--- config.mk ---
export PLATFORM = sky130hd
export DESIGN_NAME = freq_meter
export DESIGN_NICKNAME = d
export VERILOG_FILES = /design/src/rtl/freq_meter.sv
export SDC_FILE = /design/constraint.sdc
export NUM_CORES = 1
export LEC_CHECK = 0
export ABC_AREA = 1
export BUFFER_PORTS_ARGS = -buffer_cell sky130_fd_sc_hd__buf_2
export CAP_MARGIN = 20
export CORE_MARGIN = 4
export CORE_UTILIZATION = 35
export CTS_BUF_LIST = sky130_fd_sc_hd__clkbuf_2 sky130_fd_sc_hd__clkbuf_4 sky130_fd_sc_hd__clkbuf_8
export CTS_CLUSTER_DIAMETER = 100
export DETAILED_ROUTE_END_ITERATION = 10
export SYNTH_ARGS = -nofsm -noshare
export SYNTH_HDL_FRONTEND = slang
export SYNTH_SLANG_ARGS = --single-unit
--- constraint.sdc ---
create_clock -name clk -period 2.35 [get_ports clk]
set_input_delay 0.1175 -clock clk [delete_from_list [all_inputs] [get_ports clk]]
set_output_delay 0.1175 -clock clk [all_outputs]
set_load 0.02 [all_outputs]
--- src/rtl/freq_meter.sv ---
// Period and high-time meter for a slow asynchronous square wave, counted in clk cycles.
// Results are presented as held values with a one-cycle meas_valid strobe; timeout is sticky.
module freq_meter #(
  parameter int CNT_WIDTH = 27,
  parameter int TIMEOUT   = 100000000
) (
  input  logic                 clk,
  input  logic                 reset,
  input  logic                 enable,
  input  logic                 sig_in,
  output logic [CNT_WIDTH-1:0] period,
  output logic [CNT_WIDTH-1:0] high_time,
  output logic                 meas_valid,
  output logic                 timeout
);

  localparam logic [CNT_WIDTH-1:0] TIMEOUT_CNT = CNT_WIDTH'(TIMEOUT);
  localparam logic [CNT_WIDTH-1:0] CNT_ONE     = CNT_WIDTH'(1);

  typedef enum logic [1:0] {
    IDLE,
    ARM,
    MEASURE
  } state_t;

  state_t state_reg, state_next;

  logic sync1_reg, sync2_reg, sig_d_reg;
  logic rise, fall;

  logic [CNT_WIDTH-1:0] per_cnt_reg, per_cnt_next;
  logic [CNT_WIDTH-1:0] hi_cap_reg, hi_cap_next;
  logic [CNT_WIDTH-1:0] period_reg, period_next;
  logic [CNT_WIDTH-1:0] high_time_reg, high_time_next;
  logic                 meas_valid_reg, meas_valid_next;
  logic                 timeout_reg, timeout_next;

  // Two-flop synchronizer plus one delay stage for edge detection; free-running in every state.
  always_ff @(posedge clk or negedge reset) begin
    if (!reset) begin
      sync1_reg <= 1'b0;
      sync2_reg <= 1'b0;
      sig_d_reg <= 1'b0;
    end else begin
      sync1_reg <= sig_in;
      sync2_reg <= sync1_reg;
      sig_d_reg <= sync2_reg;
    end
  end

  assign rise = sync2_reg & ~sig_d_reg;
  assign fall = ~sync2_reg & sig_d_reg;

  always_ff @(posedge clk or negedge reset) begin
    if (!reset) begin
      state_reg      <= IDLE;
      per_cnt_reg    <= '0;
      hi_cap_reg     <= '0;
      period_reg     <= '0;
      high_time_reg  <= '0;
      meas_valid_reg <= 1'b0;
      timeout_reg    <= 1'b0;
    end else begin
      state_reg      <= state_next;
      per_cnt_reg    <= per_cnt_next;
      hi_cap_reg     <= hi_cap_next;
      period_reg     <= period_next;
      high_time_reg  <= high_time_next;
      meas_valid_reg <= meas_valid_next;
      timeout_reg    <= timeout_next;
    end
  end

  always_comb begin
    state_next      = state_reg;
    per_cnt_next    = per_cnt_reg;
    hi_cap_next     = hi_cap_reg;
    period_next     = period_reg;
    high_time_next  = high_time_reg;
    meas_valid_next = 1'b0;
    timeout_next    = timeout_reg;

    case (state_reg)
      IDLE: begin
        per_cnt_next = '0;
        hi_cap_next  = '0;
        if (enable) begin
          state_next = ARM;
        end
      end

      ARM: begin
        if (!enable) begin
          state_next = IDLE;
        end else if (rise) begin
          per_cnt_next = CNT_ONE;
          state_next   = MEASURE;
        end
      end

      MEASURE: begin
        // Rise beats the timeout check, so a period of exactly TIMEOUT is still reported.
        if (!enable) begin
          state_next = IDLE;
        end else if (rise) begin
          period_next     = per_cnt_reg;
          high_time_next  = hi_cap_reg;
          meas_valid_next = 1'b1;
          timeout_next    = 1'b0;
          per_cnt_next    = CNT_ONE;
        end else if (per_cnt_reg == TIMEOUT_CNT) begin
          timeout_next   = 1'b1;
          period_next    = '0;
          high_time_next = '0;
          per_cnt_next   = '0;
          state_next     = ARM;
        end else begin
          per_cnt_next = per_cnt_reg + CNT_ONE;
          if (fall) begin
            hi_cap_next = per_cnt_reg;
          end
        end
      end

      default: begin
        state_next = IDLE;
      end
    endcase
  end

  assign period     = period_reg;
  assign high_time  = high_time_reg;
  assign meas_valid = meas_valid_reg;
  assign timeout    = timeout_reg;

endmodule

==> metrics.cfg, run 1 <==
[sta]
slew_viol_final = 0
worst_slew_pin_slew_ps = 565
slew_headroom_pct = 62.4
fin_worst_skew_ps = 8.54
timing.setup.tns_ps = 0
setup_viol = 0
holdWs_ps = 172
timing.final.hold_violations = 0
rsz0062_at_grt = false
finalCritPeriodShare_pct = 85.5
max_freq_mhz = 498
period_needed_ps = 2010

[layout]
syn2layout_area_growth_pct = 17.3
drive_above_1_share_pct = 18.3
layout.nets = 722
final_core_utilization_pct = 42.4
fillers = 1515
n_antenna_cell = 0

[drt]
drtIter0Drc = 287
drtPass1Iterations = 5
routedWlPerCell_um = 14.8
routed_via_density = 4.78
route.vias.total = 4346
drt-total-wl_um = 13400
route.detailed.drc = 0
route.antenna.remaining_nets = 0

[worst_setup_path]
crit_family = simple AND/OR/NAND/NOR gates
slowest_stage = dfrtp_1
cp_cell_sequence = inv_1, nand2_1, nor2_1, nand2_1, nor2_2, nand2_4, nand2_2, nand2_4, nand2_1, nand2_1
slowest_delay_ps = 480
cp-end-kind = flip-flop
cp.required_ps = 2690
crit_buf_inv = 1
startpoint_type = flip-flop
worstSetupPathType = reg -> reg
crit_top_cell = nand2_1
crit_arrival_ps = 2350
cp_max_fo = 55

[power_and_ir_drop]
finalPower_mw = 4.93
p_leak_nw = 3.25
power_density_nw_per_um2 = 790
ir_drop_uv = 334

[global_route]
use_met2_pct = 24.9
grt_pass1_wl_um = 23400
busiest_layer = met2
overflow = 0
use_met1_pct = 22.7
grt_pass1_vias = 4484
grt_max_degree = 56
grt_antenna_before_repair = 0
use_met3_pct = 4.17
grt_use_total_pct = 16.6

[run_status]
status = finished clean

[synth]
synthesis.area_sq_um = 5310
ys.warnings.count = 0
synth_nets = 655
synth_cell_type_count = 30
avgSynthCellArea_sq_um = 8.23
syn_inst = 645
yosysSeqAreaShare_pct = 54.2
ys_ff_latch = 115

[cts]
cts_setup_buffers = 0
h-tree-depth = 4
numCtsBuffers = 17
cts-root-buf = clkbuf_8
cts_num_sinks = 115
clk_pin_slew_ps = 70
insertion_delay_ps = 450
cts_tree = done
cts_buffer_depth = 2

[placed_design]
place.gp.congestion = 0.889
dpl.hpwl_um = 9780
portBuffers = 59

[min_path]
hold_path.class = in -> async

[run]
cap_violations = 0

[floorplanning]
ios = 60
initial_core_util_pct = 36.1
floorplan.rows = 44
coreArea_sq_um = 14700
die-area_sq_um = 17200
die-width_um = 131
die_h_um = 131

[cells in the mapped netlist]
library cell	count	area, sq um
nand2_1	250	938
dfrtp_1	115	2880
inv_1	49	184
nor2_1	49	184
nand3_1	43	215
o21ai_1	27	135
o21ai_0	15	75.1
nor3_1	12	60.1
nand4_1	9	56.3
nand2_2	8	50.1
clkbuf_1	7	26.3
nor2_2	7	43.8
buf_6	6	67.6
ha_1	6	75.1
inv_2	6	22.5
a21oi_1	5	25.0
buf_2	5	25.0
xor2_1	5	43.8
nand2_4	4	45.0
buf_4	3	22.5
nand3_2	3	30.0
nor2_4	2	22.5
o22ai_1	2	12.5
a21oi_2	1	8.76
nand3_4	1	17.5
nand3b_1	1	7.51
nor3_2	1	10.0
nor3_4	1	16.3
nor4_1	1	6.26
o21a_1	1	7.51
[stage by stage]
stage          cell area (sq um)  setup slack, ps  instances
3_3_place_gp                5770              425        874
2_1_floorplan               5310              690        645
5_1_grt                     6230              161        909
4_1_cts                     6230              348        909
6_report                    6230              340        909
3_5_place_dp                5770              361        874
[what timing repair did]
action | 4_1_cts | 5_1_grt
hold buffers | 3 | 0
gates resized for setup | 0 | 0
hold endpoints to repair | 37 | 0
[cell usage in the layout (no fill, tap or decap), types with 2 or more instances in the layout]
master / count
bufinv_16: 3
buf_4: 7
inv_2: 6
nand2_4: 4
a21oi_1: 5
dfrtp_1: 115
ha_1: 6
inv_1: 49
o22ai_1: 2
o21ai_1: 27
nand2_1: 250
nand3_2: 3
nand4_1: 9
nor3_1: 12
nor2_2: 7
nor2_4: 3
nand2_2: 8
xor2_1: 5
clkbuf_8: 21
dlygate4sd3_1: 3
o21ai_0: 15
clkinv_2: 4
nor2_1: 48
buf_2: 58
nand3_1: 43
clkbuf_4: 2
[final timing paths]
kind / from / cells past startpoint / endpoint / slack, ps
max in group asynchronous: reset / 3 / per_cnt_reg[9] / 1420
setup / recovery: per_cnt_reg[17] / 10 / period[8] / 340
hold reg to reg: sync1_reg / 0 / sync2_reg / 350
min in group clk: sig_in / 2 / sync1_reg / 300
hold / removal: reset / 2 / high_time[2] / 170
setup reg to reg: per_cnt_reg[17] / 10 / period[8] / 340
[cell type report]
type / count / area, sq um / share of cell area, %
inverter: 55 / 206 / 3.31
multi-input combinational: 454 / 2090 / 33.6
timing repair buffer: 69 / 393 / 6.31
clock buffer: 23 / 304 / 4.88
sequential: 115 / 2880 / 46.2
tap: 184 / 230 / 3.69
clock inverter: 9 / 126 / 2.03
[kinds of logic (layout without fill, tap and decap cells)]
group / count (synthesis) / in the layout / synth area share (%)
xor+xnor: 5 / 5 / 0.824
compound gates: 51 / 51 / 4.97
buf+inv: 76 / 156 / 6.55
flops: 115 / 115 / 54.2
fa+ha+maj: 6 / 6 / 1.41
simple gates: 392 / 392 / 32.1
[where the power goes]
part / internal, mW / switching, mW
registers: 2.02 / 0.0332
logic: 0.222 / 0.667
clock network: 1.18 / 0.805
[layer usage]
metal  share of wire (%)  up-vias
met5                   0        -
met1                  48     2026
met3                 5.1       33
met2                  44      110
met4                 2.9        0
li1                    -     2177
Power figures use the tool's default switching activity.
==> run 2: changes to the inputs <==
--- a/config.mk
+++ b/config.mk
@@ -5,7 +5,7 @@
 export SDC_FILE = /design/constraint.sdc
 export NUM_CORES = 1
 export LEC_CHECK = 0
-export ABC_AREA = 1
+export ABC_AREA = 0
 export BUFFER_PORTS_ARGS = -buffer_cell sky130_fd_sc_hd__buf_2
 export CAP_MARGIN = 20
 export CORE_MARGIN = 4
==> metrics.cfg, run 2 <==
[run_status]
status = finished clean

[sta]
max_freq_mhz = 455  ; -8.6%
worst_slew_pin_slew_ps = 639  ; +74.6 ps
period_needed_ps = 2200  ; +190 ps
rsz0062_at_grt = false
setup_viol = 0  ; unchanged
finalCritPeriodShare_pct = 93.6  ; +8.1 points
fin_worst_skew_ps = 11.8  ; +3.30 ps
timing.final.hold_violations = 0  ; unchanged
slew_headroom_pct = 57.4  ; -5.0 points
slew_viol_final = 0  ; unchanged
timing.setup.tns_ps = 0  ; unchanged

[worst_setup_path]
cp-end-kind = flip-flop
worstSetupPathType = reg -> reg
cp.required_ps = 2660  ; -30 ps
cp_max_fo = 54  ; -1.8%
startpoint_type = flip-flop
crit_arrival_ps = 2510  ; +160 ps

[synth]
syn_inst = 459  ; -29%
synth_top_family_by_area = compound AO/OA/AOI/OAI gates
synth_top_area_share_pct = 57.9  ; +3.7 points
synth_fa_ha_area_share_pct = 1.51  ; +0.098 points
synth_edf_count = 0  ; unchanged
async_flop_share_pct = 100  ; unchanged
yosys.area_share.simple_pct = 16.5  ; -16 points
synth_flop_cell = dfrtp_1
synthXorXnorAreaFrac_pct = 2.12  ; +1.3 points
yosysSeqAreaShare_pct = 57.9  ; +3.7 points
synth_top_cell_by_area = dfrtp_1
synthesis.area_sq_um = 4970  ; -6.5%
synth_mux_area_share_pct = 0  ; unchanged
synth.top_cells.by_count = dfrtp_1 (115), nand2_1 (72), a22o_1 (58), o21ai_1 (24), clkbuf_1 (23)
ys_ff_latch = 115  ; unchanged
avgSynthCellArea_sq_um = 10.8  ; +31%
synth_nets = 469  ; -28%
ys.warnings.count = 0  ; unchanged
synth_most_common_cell = dfrtp_1
synth_compound_area_share_pct = 17.8  ; +13 points
synth_area_leaders = dfrtp_1 (58%), a22o_1 (10%), nand2_1 (5.4%)
synth_cell_type_count = 42  ; +40%

[placed_design]
place.gp.congestion = 0.804  ; -9.5%
dpl.hpwl_um = 7960  ; -19%
portBuffers = 59  ; unchanged

[cts]
cts_tree = done
cts_num_sinks = 115  ; unchanged
cts_buffer_depth = 2  ; unchanged
insertion_delay_ps = 420  ; -30 ps
numCtsBuffers = 17  ; unchanged
cts_setup_buffers = 0  ; unchanged
h-tree-depth = 4  ; unchanged
cts-root-buf = clkbuf_8
cts_resized = 0  ; unchanged
clk_pin_slew_ps = 70  ; about the same

[layout]
final_common_cell = dfrtp_1
n_antenna_cell = 0  ; unchanged
final_core_utilization_pct = 43.6  ; +1.2 points
drive_above_1_share_pct = 23.9  ; +5.6 points
layout.nets = 550  ; -24%
syn2layout_area_growth_pct = 21.9
layout_common_cells = dfrtp_1 (115), nand2_1 (72), a22o_1 (58), buf_2 (58), buf_4 (31)

[global_route]
grt_pass1_wl_um = 19400  ; -17%
overflow = 0  ; unchanged
grt_pass1_vias = 3664  ; -18%
grt_antenna_before_repair = 0  ; unchanged
grt_max_degree = 57  ; +1.8%
grt_use_total_pct = 15.0  ; -1.6 points

[drt]
drtIter0Drc = 289  ; +0.70%
route.antenna.remaining_nets = 0  ; unchanged
routedWlPerCell_um = 15.9  ; +7.3%
route.vias.total = 3768  ; -13%
drt-total-wl_um = 11600  ; -14%
route.detailed.drc = 0  ; unchanged
drtPass1Iterations = 5  ; unchanged
routed_via_density = 5.15  ; +7.7%

[power_and_ir_drop]
p_leak_nw = 2.96  ; -9.0%
ir_drop_uv = 469  ; +40%
finalPower_mw = 4.84  ; -1.8%
power_density_nw_per_um2 = 798  ; +1.0%

[floorplanning]
coreArea_sq_um = 13900  ; -5.6%
ios = 60  ; unchanged
initial_core_util_pct = 35.8  ; -0.34 points
die_h_um = 127  ; -3.1%
floorplan.rows = 43  ; -2.3%
die-width_um = 127  ; -3.1%
die-area_sq_um = 16200  ; -6.1%

[min_path]
hold_path.class = in -> async

[run]
cap_violations = 0  ; unchanged

[run 2: cell count changes after synthesis, sizes merged, moves of 6 or more]
cell | previous run | this run
clkbuf | 7 | 23
a22o | 0 | 58
nor2 | 58 | 20
a21o | 0 | 6
nand2 | 262 | 72
nor4 | 1 | 7
inv | 55 | 7
nand3 | 47 | 13
nor3 | 14 | 7
[run 2: cell families after synthesis]
logic type,count (synthesis)
and+or+nand+nor,161
AOI/OAI and AO/OA,123
DFF,115
buffers and inverters,42
xor gates and xnor gates,12
adders and majority gates,6
[run 2: worst max-delay path: stages, from the launching register on]
cell and delay (ps):
dfrtp_1 380, inv_1 100, ha_1 150, and4bb_1 210
nand4_1 110, or3_1 450, a21o_1 240, buf_12 180
a22o_1 220
[run 2: final cells by class]
cell class	instances	area, sq um
fill	1340	7830
sequential	115	2880
multi-input combinational	302	1890
timing repair buffer	97	653
clock buffer	21	277
tap	180	225
clock inverter	10	109
inverter	7	26.3
[run 2: through the flow]
stage / hold slack (ps) / cells / area, sq um / setup slack [ps]
3_3_place_gp: 183 / 698 / 5640 / 248
3_5_place_dp: 188 / 698 / 5640 / 177
6_report: 273 / 732 / 6060 / 150
2_1_floorplan: -178 / 459 / 4970 / 263
4_1_cts: 268 / 732 / 6060 / 162
5_1_grt: 295 / 732 / 6060 / 4.40
[run 2: routing by layer]
layer	vias up	track usage (%)	part of all wire [%]
li1	1813	-	-
met1	1847	21.8	49
met2	94	21.7	45
met3	14	4.14	4.7
met4	0	5.24	1.6
met5	-	0	0
[run 2: worst paths after layout]
path	depth (start not counted)	to	slack, ps	from
max	8	period[2]	150	per_cnt_reg[0]
min	2	high_time[0]	270	reset
max reg2reg	8	period[2]	150	per_cnt_reg[0]
min reg2reg	0	sync2_reg	350	sync1_reg
max in group asynchronous	3	per_cnt_reg[16]	1400	reset
min in group clk	2	sync1_reg	330	sig_in
[run 2: what timing repair did]
action	4_1_cts	5_1_grt
endpoints found under the hold margin	48	0
endpoints found under the setup margin	0	1
hold buffers	3	0
[run 2: power breakdown]
part           switching, mW  internal [mW]  leakage [nW]
clock network          0.776           1.01         0.198
logic                  0.632          0.337          1.17
registers             0.0420           2.04          1.59
==> run 3: changes to the inputs <==
--- a/config.mk
+++ b/config.mk
@@ -13,6 +13,7 @@
 export CTS_BUF_LIST = sky130_fd_sc_hd__clkbuf_2 sky130_fd_sc_hd__clkbuf_4 sky130_fd_sc_hd__clkbuf_8
 export CTS_CLUSTER_DIAMETER = 100
 export DETAILED_ROUTE_END_ITERATION = 10
+export PLACE_DENSITY = 0.56
 export SYNTH_ARGS = -nofsm -noshare
 export SYNTH_HDL_FRONTEND = slang
 export SYNTH_SLANG_ARGS = --single-unit
==> metrics.cfg, run 3 (synthesis results as in run 2) <==
[run_status]
status = finished clean

[placed_design]
portBuffers = 59  ; unchanged
pre_cts_slack_ps = 152  ; -25.3 ps
place.gp.congestion = 0.827  ; +2.8%
dp.cells = 693  ; -0.72%
dpl.hpwl_um = 7880  ; -0.96%
dpl_cell_area_sq_um = 5590  ; -0.87%

[worst_setup_path]
cp_max_fo = 55  ; +1.9%
cp-end-kind = flip-flop
cp.required_ps = 2670  ; about the same
reg2reg_slack_ps = 110  ; -40 ps
startpoint_type = flip-flop
worstSetupPathType = reg -> reg
crit_arrival_ps = 2560  ; +50 ps

[layout]
stdcell_area_sq_um = 6000  ; -0.95%
final_cells = 727  ; -0.68%
drive_above_1_share_pct = 23.4  ; -0.51 points
syn2layout_area_growth_pct = 20.7
n_antenna_cell = 0  ; unchanged
final_core_utilization_pct = 43.2  ; -0.41 points
final_common_cell = dfrtp_1
fillers = 1306  ; -2.5%
layout_common_cells = dfrtp_1 (115), nand2_1 (72), a22o_1 (58), buf_2 (58), buf_4 (27)
layout.nets = 545  ; -0.91%

[drt]
routed_via_density = 5.22  ; +1.4%
route.detailed.drc = 0  ; unchanged
drtPass1Iterations = 7  ; +2
dr_wl_met3_um = 614  ; +12%
wl_met1_um = 5590  ; -1.7%
drt-total-wl_um = 11800  ; +1.7%
route.antenna.remaining_nets = 0  ; unchanged
drtIter0Drc = 272  ; -5.9%
route.vias.total = 3794  ; +0.69%
dr_wl_met2_um = 5470  ; +5.6%
routedWlPerCell_um = 16.2  ; +2.4%
routed.top_layer = met4

[floorplanning]
floorplan.rows = 43  ; unchanged
coreArea_sq_um = 13900  ; unchanged
die-width_um = 127  ; unchanged
initial_core_util_pct = 35.8  ; unchanged
die-area_sq_um = 16200  ; unchanged
die_h_um = 127  ; unchanged
ios = 60  ; unchanged

[sta]
slew_viol_final = 0  ; unchanged
timing.final.hold_violations = 0  ; unchanged
timing.final.ws_setup_ps = 112  ; -37.5 ps
max_freq_mhz = 447  ; -1.7%
holdWs_ps = 247  ; -26.1 ps
setup_viol = 0  ; unchanged
timing.setup.tns_ps = 0  ; unchanged
fin_worst_skew_ps = 11.9  ; +0.0149 ps
finalCritPeriodShare_pct = 95.2  ; +1.6 points
slew_headroom_pct = 58.5  ; +1.1 points
rsz0062_at_grt = false
worst_slew_pin_slew_ps = 622  ; -17.2 ps
period_needed_ps = 2240  ; +37.5 ps

[cts]
cts_tree = done
ctsHoldBuffers = 3  ; unchanged
cts_setup_buffers = 0  ; unchanged
clk_pin_slew_ps = 70  ; about the same
cts_resized = 0  ; unchanged
h-tree-depth = 4  ; unchanged
cts_num_sinks = 115  ; unchanged
cts_buffer_depth = 2  ; unchanged
cts-root-buf = clkbuf_8
insertion_delay_ps = 430  ; about the same
numCtsBuffers = 17  ; unchanged

[global_route]
grt_max_degree = 57  ; unchanged
grt_use_total_pct = 15.2  ; +0.17 points
grt_pass1_wl_um = 19200  ; -0.78%
overflow = 0  ; unchanged
grt_pass1_vias = 3663  ; -0.027%
grt_antenna_before_repair = 0  ; unchanged

[power_and_ir_drop]
p_leak_nw = 2.93  ; -0.96%
finalPower_mw = 4.75  ; -1.7%
ir_drop_uv = 419  ; -11%
power_density_nw_per_um2 = 793  ; -0.71%

[min_path]
hold_path.class = in -> async

[run]
cap_violations = 0  ; unchanged

-- run 3: cell types whose count changed in the layout (fill, tap and decap cells not counted), sizes merged --
cell,previous run,this run
clkbuf,21,27
buf,94,89
clkinv,6,3
clkinvlp,2,0
bufinv,2,1
-- run 3: area by class of cell --
cell class	count	area [sq um]	share of cell area [%]
clock buffer	27	328	5.47
multi-input combinational	302	1890	31.5
tap	180	225	3.75
timing repair buffer	92	603	10.1
inverter	7	26.3	0.438
clock inverter	4	48.8	0.814
sequential	115	2880	48.0
-- run 3: final timing paths --
check,from,endpoint,depth (start not counted)
min reg2reg,sync1_reg,sync2_reg,0
max in group asynchronous,reset,hi_cap_reg[17],3
min in group clk,sig_in,sync1_reg,2
max,per_cnt_reg[17],period[24],6
min,reset,high_time[1],2
max reg2reg,per_cnt_reg[17],period[24],6
-- run 3: report_power, final --
group,internal (mW),switching (mW),total [mW],leakage (nW)
Combinational,0.314,0.611,0.925,1.14
Clock,0.994,0.739,1.73,0.202
Sequential,2.04,0.0545,2.10,1.59
-- run 3: routing by layer --
metal	vias to the layer above	global-route usage (%)
li1	1801	-
met3	11	4.52
met1	1882	20.6
met5	-	0
met2	100	22.9
met4	0	6.12
-- run 3: critical path: stages (launching register included) --
cell	delay, ps
dfrtp_1	450
nor3_1	340
nand4_1	170
or3_1	460
a21o_2	250
buf_12	170
a22o_1	220
